File: config.mk
export PLATFORM = sky130hd
export DESIGN_NAME = pipe_ctrl_decoder
export DESIGN_NICKNAME = d
export VERILOG_FILES = /design/src/rtl/ctrl_pkg.sv /design/src/rtl/op_decode_comb.sv /design/src/rtl/pipe_ctrl_decoder.sv
export SDC_FILE = /design/constraint.sdc
export NUM_CORES = 1
export LEC_CHECK = 0
export ABC_CLOCK_PERIOD_IN_PS = 5300
export CAP_MARGIN = 20
export CORE_ASPECT_RATIO = 0.75
export CORE_MARGIN = 2
export CORE_UTILIZATION = 49
export CTS_CLUSTER_SIZE = 24
export DETAILED_ROUTE_END_ITERATION = 8
export PLACE_DENSITY = 0.84
export SYNTH_ARGS = -nofsm -noshare
export SYNTH_HDL_FRONTEND = slang
export SYNTH_HIERARCHICAL = 1
export SYNTH_SLANG_ARGS = --single-unit
File: constraint.sdc
create_clock -name clk_i -period 5.3 [get_ports clk_i]
set_input_delay 1.06 -clock clk_i [delete_from_list [all_inputs] [get_ports clk_i]]
set_output_delay 1.06 -clock clk_i [all_outputs]
set_load 0.02 [all_outputs]
File: src/rtl/ctrl_pkg.sv
// Shared encodings for the ID-stage control unit: opcodes, ALUOp classes
// and the packed control bundle carried into ID/EX.
package ctrl_pkg;

   localparam logic [5:0] OP_RTYPE = 6'b000000;
   localparam logic [5:0] OP_ADDI  = 6'b001000;
   localparam logic [5:0] OP_SLTI  = 6'b001010;
   localparam logic [5:0] OP_LW    = 6'b100011;
   localparam logic [5:0] OP_SW    = 6'b101011;
   localparam logic [5:0] OP_BEQ   = 6'b000100;
   localparam logic [5:0] OP_BNE   = 6'b000101;
   localparam logic [5:0] OP_J     = 6'b000010;

   localparam logic [2:0] ALUOP_R   = 3'b000;
   localparam logic [2:0] ALUOP_ADD = 3'b100;
   localparam logic [2:0] ALUOP_SLT = 3'b010;
   localparam logic [2:0] ALUOP_SUB = 3'b001;

   typedef struct packed {
      logic       reg_write;
      logic       alu_src;
      logic       reg_dst;
      logic       branch;
      logic       branch_ne;
      logic       jump;
      logic       mem_read;
      logic       mem_write;
      logic       mem_to_reg;
      logic [2:0] alu_op;
   } ctrl_t;

endpackage

File: src/rtl/op_decode_comb.sv
// Purely combinational opcode table: control bundle, source-register usage
// and an illegal-opcode flag (unknown opcodes decode to a NOP).
module op_decode_comb
   import ctrl_pkg::*;
#(
   parameter int OP_W = 6
) (
   input  logic [OP_W-1:0] op,
   output ctrl_t           ctrl,
   output logic            rs_used,
   output logic            rt_used,
   output logic            illegal
);

   always_comb begin
      ctrl    = '0;
      rs_used = 1'b1;
      rt_used = 1'b0;
      illegal = 1'b0;
      case (op)
         OP_W'(OP_RTYPE): begin
            ctrl.reg_write = 1'b1;
            ctrl.reg_dst   = 1'b1;
            ctrl.alu_op    = ALUOP_R;
            rt_used        = 1'b1;
         end
         OP_W'(OP_ADDI): begin
            ctrl.reg_write = 1'b1;
            ctrl.alu_src   = 1'b1;
            ctrl.alu_op    = ALUOP_ADD;
         end
         OP_W'(OP_SLTI): begin
            ctrl.reg_write = 1'b1;
            ctrl.alu_src   = 1'b1;
            ctrl.alu_op    = ALUOP_SLT;
         end
         OP_W'(OP_LW): begin
            ctrl.reg_write  = 1'b1;
            ctrl.alu_src    = 1'b1;
            ctrl.mem_read   = 1'b1;
            ctrl.mem_to_reg = 1'b1;
            ctrl.alu_op     = ALUOP_ADD;
         end
         OP_W'(OP_SW): begin
            ctrl.alu_src   = 1'b1;
            ctrl.mem_write = 1'b1;
            ctrl.alu_op    = ALUOP_ADD;
            rt_used        = 1'b1;
         end
         OP_W'(OP_BEQ): begin
            ctrl.branch = 1'b1;
            ctrl.alu_op = ALUOP_SUB;
            rt_used     = 1'b1;
         end
         OP_W'(OP_BNE): begin
            ctrl.branch    = 1'b1;
            ctrl.branch_ne = 1'b1;
            ctrl.alu_op    = ALUOP_SUB;
            rt_used        = 1'b1;
         end
         OP_W'(OP_J): begin
            ctrl.jump = 1'b1;
            rs_used   = 1'b0;
         end
         default: illegal = 1'b1;
      endcase
   end

endmodule

File: src/rtl/pipe_ctrl_decoder.sv
// ID-stage control: decodes IF/ID, registers controls into ID/EX, detects
// load-use hazards against the EX entry and counts stall cycles.
module pipe_ctrl_decoder
   import ctrl_pkg::*;
#(
   parameter int OP_W      = 6,
   parameter int ALUOP_W   = 3,
   parameter int REG_W     = 5,
   parameter int CNT_W     = 16,
   parameter bit HAZARD_EN = 1'b1
) (
   input  logic               clk_i,
   input  logic               rst_i,
   input  logic               valid_i,
   input  logic [OP_W-1:0]    instr_op_i,
   input  logic [REG_W-1:0]   rs_i,
   input  logic [REG_W-1:0]   rt_i,
   input  logic [REG_W-1:0]   rd_i,
   input  logic               flush_i,
   output logic               stall_o,
   output logic               valid_o,
   output logic               RegWrite_o,
   output logic               ALUSrc_o,
   output logic               RegDst_o,
   output logic               Branch_o,
   output logic               BranchNe_o,
   output logic               Jump_o,
   output logic               MemRead_o,
   output logic               MemWrite_o,
   output logic               MemtoReg_o,
   output logic [ALUOP_W-1:0] ALUOp_o,
   output logic [REG_W-1:0]   wr_reg_o,
   output logic               illegal_o,
   output logic [CNT_W-1:0]   stall_cnt_o
);

   ctrl_t            dec_ctrl;
   logic             dec_rs_used;
   logic             dec_rt_used;
   logic             dec_illegal;

   ctrl_t            ctrl_reg,    ctrl_next;
   logic             valid_reg,   valid_next;
   logic             illegal_reg, illegal_next;
   logic [REG_W-1:0] wr_reg_reg,  wr_reg_next;
   logic [CNT_W-1:0] cnt_reg,     cnt_next;
   logic             hazard;

   op_decode_comb #(.OP_W(OP_W)) u_op_decode (
      .op      (instr_op_i),
      .ctrl    (dec_ctrl),
      .rs_used (dec_rs_used),
      .rt_used (dec_rt_used),
      .illegal (dec_illegal)
   );

   // $0 is never a real producer, so a load into it cannot stall.
   generate
      if (HAZARD_EN) begin : g_hazard
         assign hazard = valid_i & valid_reg & ctrl_reg.mem_read &
                         (wr_reg_reg != '0) &
                         ((dec_rs_used & (rs_i == wr_reg_reg)) |
                          (dec_rt_used & (rt_i == wr_reg_reg))) &
                         ~flush_i;
      end else begin : g_no_hazard
         assign hazard = 1'b0;
      end
   endgenerate

   always_comb begin
      ctrl_next    = '0;
      valid_next   = 1'b0;
      illegal_next = 1'b0;
      wr_reg_next  = '0;
      cnt_next     = cnt_reg;
      if (hazard && (cnt_reg != '1)) begin
         cnt_next = cnt_reg + CNT_W'(1);
      end
      if (valid_i && !flush_i && !hazard) begin
         ctrl_next    = dec_ctrl;
         valid_next   = 1'b1;
         illegal_next = dec_illegal;
         wr_reg_next  = dec_ctrl.reg_dst ? rd_i : rt_i;
      end
   end

   always_ff @(posedge clk_i or negedge rst_i) begin
      if (!rst_i) begin
         ctrl_reg    <= '0;
         valid_reg   <= 1'b0;
         illegal_reg <= 1'b0;
         wr_reg_reg  <= '0;
         cnt_reg     <= '0;
      end else begin
         ctrl_reg    <= ctrl_next;
         valid_reg   <= valid_next;
         illegal_reg <= illegal_next;
         wr_reg_reg  <= wr_reg_next;
         cnt_reg     <= cnt_next;
      end
   end

   assign stall_o     = hazard;
   assign valid_o     = valid_reg;
   assign RegWrite_o  = ctrl_reg.reg_write;
   assign ALUSrc_o    = ctrl_reg.alu_src;
   assign RegDst_o    = ctrl_reg.reg_dst;
   assign Branch_o    = ctrl_reg.branch;
   assign BranchNe_o  = ctrl_reg.branch_ne;
   assign Jump_o      = ctrl_reg.jump;
   assign MemRead_o   = ctrl_reg.mem_read;
   assign MemWrite_o  = ctrl_reg.mem_write;
   assign MemtoReg_o  = ctrl_reg.mem_to_reg;
   assign ALUOp_o     = ALUOP_W'(ctrl_reg.alu_op);
   assign wr_reg_o    = wr_reg_reg;
   assign illegal_o   = illegal_reg;
   assign stall_cnt_o = cnt_reg;

endmodule

==> out/metrics.cfg <==
[logic_synthesis]
ys_warn_count=6
synth-simple-area-share_pct=27.5
yosysSeqAreaShare_pct=47.3
synth-main-ff-cell=dfrtp_1
ys_seq_elements=35
synth_compound_area_share_pct=3.38
syn_area_per_cell_um2=11.1
synth_top_family_by_area=simple AND/OR/NAND/NOR gates
synthArstFlopShare_pct=100
synth_nets=193
synth_cells=167
synth_mux_area_share_pct=3.85
synth_edf_count=0
synth_adder_area_share_pct=0.676
syn_area_mm2=0.00185
synth-xor-area-share_pct=11.4
yosysUniqueCellTypes=46

[setup_path]
criticalPathCategory=input port to output pin
critical_path.cell_chain=clkdlybuf4s50_1, nand2_1, a2bb2oi_1, nor2_1, nand2_1, o22ai_1, and2_1, clkdlybuf4s50_1
startpoint=instr_op_i[5]
required_ns=4.24
cp_data_arrival_time_ns=3.37
worstSetupStartpointType=input port
worstRegToRegCells=5
end_kind=output pin
r2r_slack_ns=3.42
slowest_delay_ns=0.65
cpMaxStageDelayCell=clkdlybuf4s50_1
rr_endpoint=ALUOp_o[0]
rr_startpoint=wr_reg_o[0]
cp_max_fo=9

[final_layout]
area_growth_pct=36.6
post-route-cell-area_mm2=0.00253
final_nets=251
antennaDiodeCount=0
drive_gt1_share_pct=9.73

[placed_design]
place_area_mm2=0.00243
place_ws_ns=0.871
hpwl_um=2810
place_congestion=0.796
numPortBuffers=60

[clock_network]
clk_pin_slew_ns=0.07
h-tree-depth=2
clock_sinks=35
hold_buffers=0
clockBufferDepth=2
clock_latency_ns=0.28
post_cts_buffers=0
cts_tree=built
ctsResizeCount=0
cts_made_buffers=5
cts_root_buf=clkbuf_8

[timing]
fin_ws_ns=0.870
max_freq_mhz=226
worst_pin_slew_ns=0.599
period_needed_ns=4.43
setup_viol=0
slew_violations=0
tns_ns=0
post-route-period-util_pct=83.6
max-slew-margin-rel_pct=60.1
finalHoldViolCount=0
rsz0062_at_grt=no
skew_ns=0.00787

[grt]
grt-ovfl-total=0
first_global_vias=1426
track_usage_pct=19.2
grt_max_degree=36
antenna_found_initial=0
grt_first_pass_wirelength_um=6310

[floorplan]
start_util_pct=50.9
rows=19
die_w_um=75.0
pin_count=61
dieArea_mm2=0.00429
core_mm2=0.00364
die_h_um=57.2

[power]
p_leak_nw=1.05
ir_worst_vdd_mv=0.126
pwr_density_cell_mw_per_mm2=214

[status]
status=completed

[min_path]
min_path_type=flip-flop to flip-flop
min_from=stall_cnt_o[10]
hold_end=stall_cnt_o[10]
min_path_cells=1

[routing]
route.detailed.drc=0
drt-initial-drc-count=53
vias=1380
wl_um=3720
drtPass1Iterations=4
vias_per_cell=4.96
ant_nets=0
routedWlPerCell_um=13.4

[run]
max_cap_violations=0

==> metrics by stage <==
| stage | util (%) | total power [mW] | hold slack (ns) | std cells |
|---|---|---|---|---|
| floorplan | - | 0.305 | 0.593 | 167 |
| global placement | 66.8 | 0.338 | 0.482 | 270 |
| detailed placement | 66.8 | 0.339 | 0.484 | 270 |
| CTS | 69.5 | 0.547 | 0.493 | 278 |
| global route | 69.5 | 0.561 | 0.507 | 278 |
| finish | 69.5 | 0.542 | 0.494 | 278 |
==> synth_stat cells, types with 2 or more instances <==
cell	instances	area, um^2
nor2b_1	6	37.5
nor2_1	5	18.8
buf_6	5	56.3
and2_1	15	93.8
a211oi_1	2	15.0
xnor2_1	23	201
nand3_1	3	15.0
dfrtp_1	35	876
a21oi_1	2	10.0
mux2i_1	6	60.1
nand2_1	8	30.0
and3_1	6	37.5
buf_4	3	22.5
nand3b_1	2	15.0
nor3_1	5	25.0
nand4_1	9	56.3
nand3_2	2	20.0
or3b_1	2	17.5
==> state kept, by name (all words and copies together) (netlist names) <==
register	flops
RegDst_o	1
ALUSrc_o	1
stall_cnt_o	16
illegal_o	1
wr_reg_o	5
MemtoReg_o	1
MemRead_o	1
Branch_o	1
Jump_o	1
BranchNe_o	1
MemWrite_o	1
valid_o	1
ALUOp_o	3
RegWrite_o	1
==> cells in the final DEF, fill, tap and decap left out, types with 2 or more instances in the layout <==
cell type        instances
nand3b_1                 2
xnor2_1                 23
nor2_1                   5
nand4_1                  9
clkbuf_8                 7
mux2i_1                  6
nand2_1                  8
clkdlybuf4s50_1         60
and3_1                   6
and2_1                  15
nor3_1                   5
dfrtp_1                 35
nor2b_1                  6
or3b_1                   2
buf_4                    2
a211oi_1                 2
a21oi_1                  2
nand3_2                  2
nand3_1                  3
==> kinds of logic after synthesis <==
kind of cell / Yosys count
AND/OR/NAND/NOR: 78
adder cells (fa/ha/maj): 1
XOR/XNOR: 24
multiplexers: 7
flip-flops: 35
AO/OA/AOI/OAI: 9
buffers and inverters: 13
==> layout make-up <==
cell class	count	area, um^2
Clock buffer	8	100
Fill cell	299	1110
Inverter	2	7.51
Multi-Input combinational cell	119	865
Sequential cell	35	876
Timing Repair Buffer	62	616
Tap cell	52	65.1
==> per-layer routing <==
metal | track usage (%) | routed length (um) | vias to the layer above
met1 | 25.6 | 1700 | 647
met3 | 6.01 | 259 | 0
met2 | 31.3 | 1750 | 48
li1 | - | - | 685
met4 | 3.06 | 0 | 0
met5 | 0 | 0 | -
==> critical path: cells and delay by family <==
kind / cells / cell delay, ns
simple gates: 4 / 0.63
buf+inv: 2 / 1.29
compound gates: 2 / 0.38
==> worst max-delay path by stage <==
stage,end,slack [ns],cells past startpoint
global route,stall_o,0.73,8
CTS,stall_o,0.87,8
finish,stall_o,0.87,8
global placement,stall_o,0.92,8
detailed placement,stall_o,0.87,8
floorplan,stall_o,2.03,7
==> power by group <==
group	leakage [nW]	internal (mW)	switching (mW)
combinational	0.519	0.0333	0.0273
clock	0.0515	0.119	0.0903
sequential	0.484	0.270	0.00269
No activity file was read; power rests on OpenSTA's default activity.
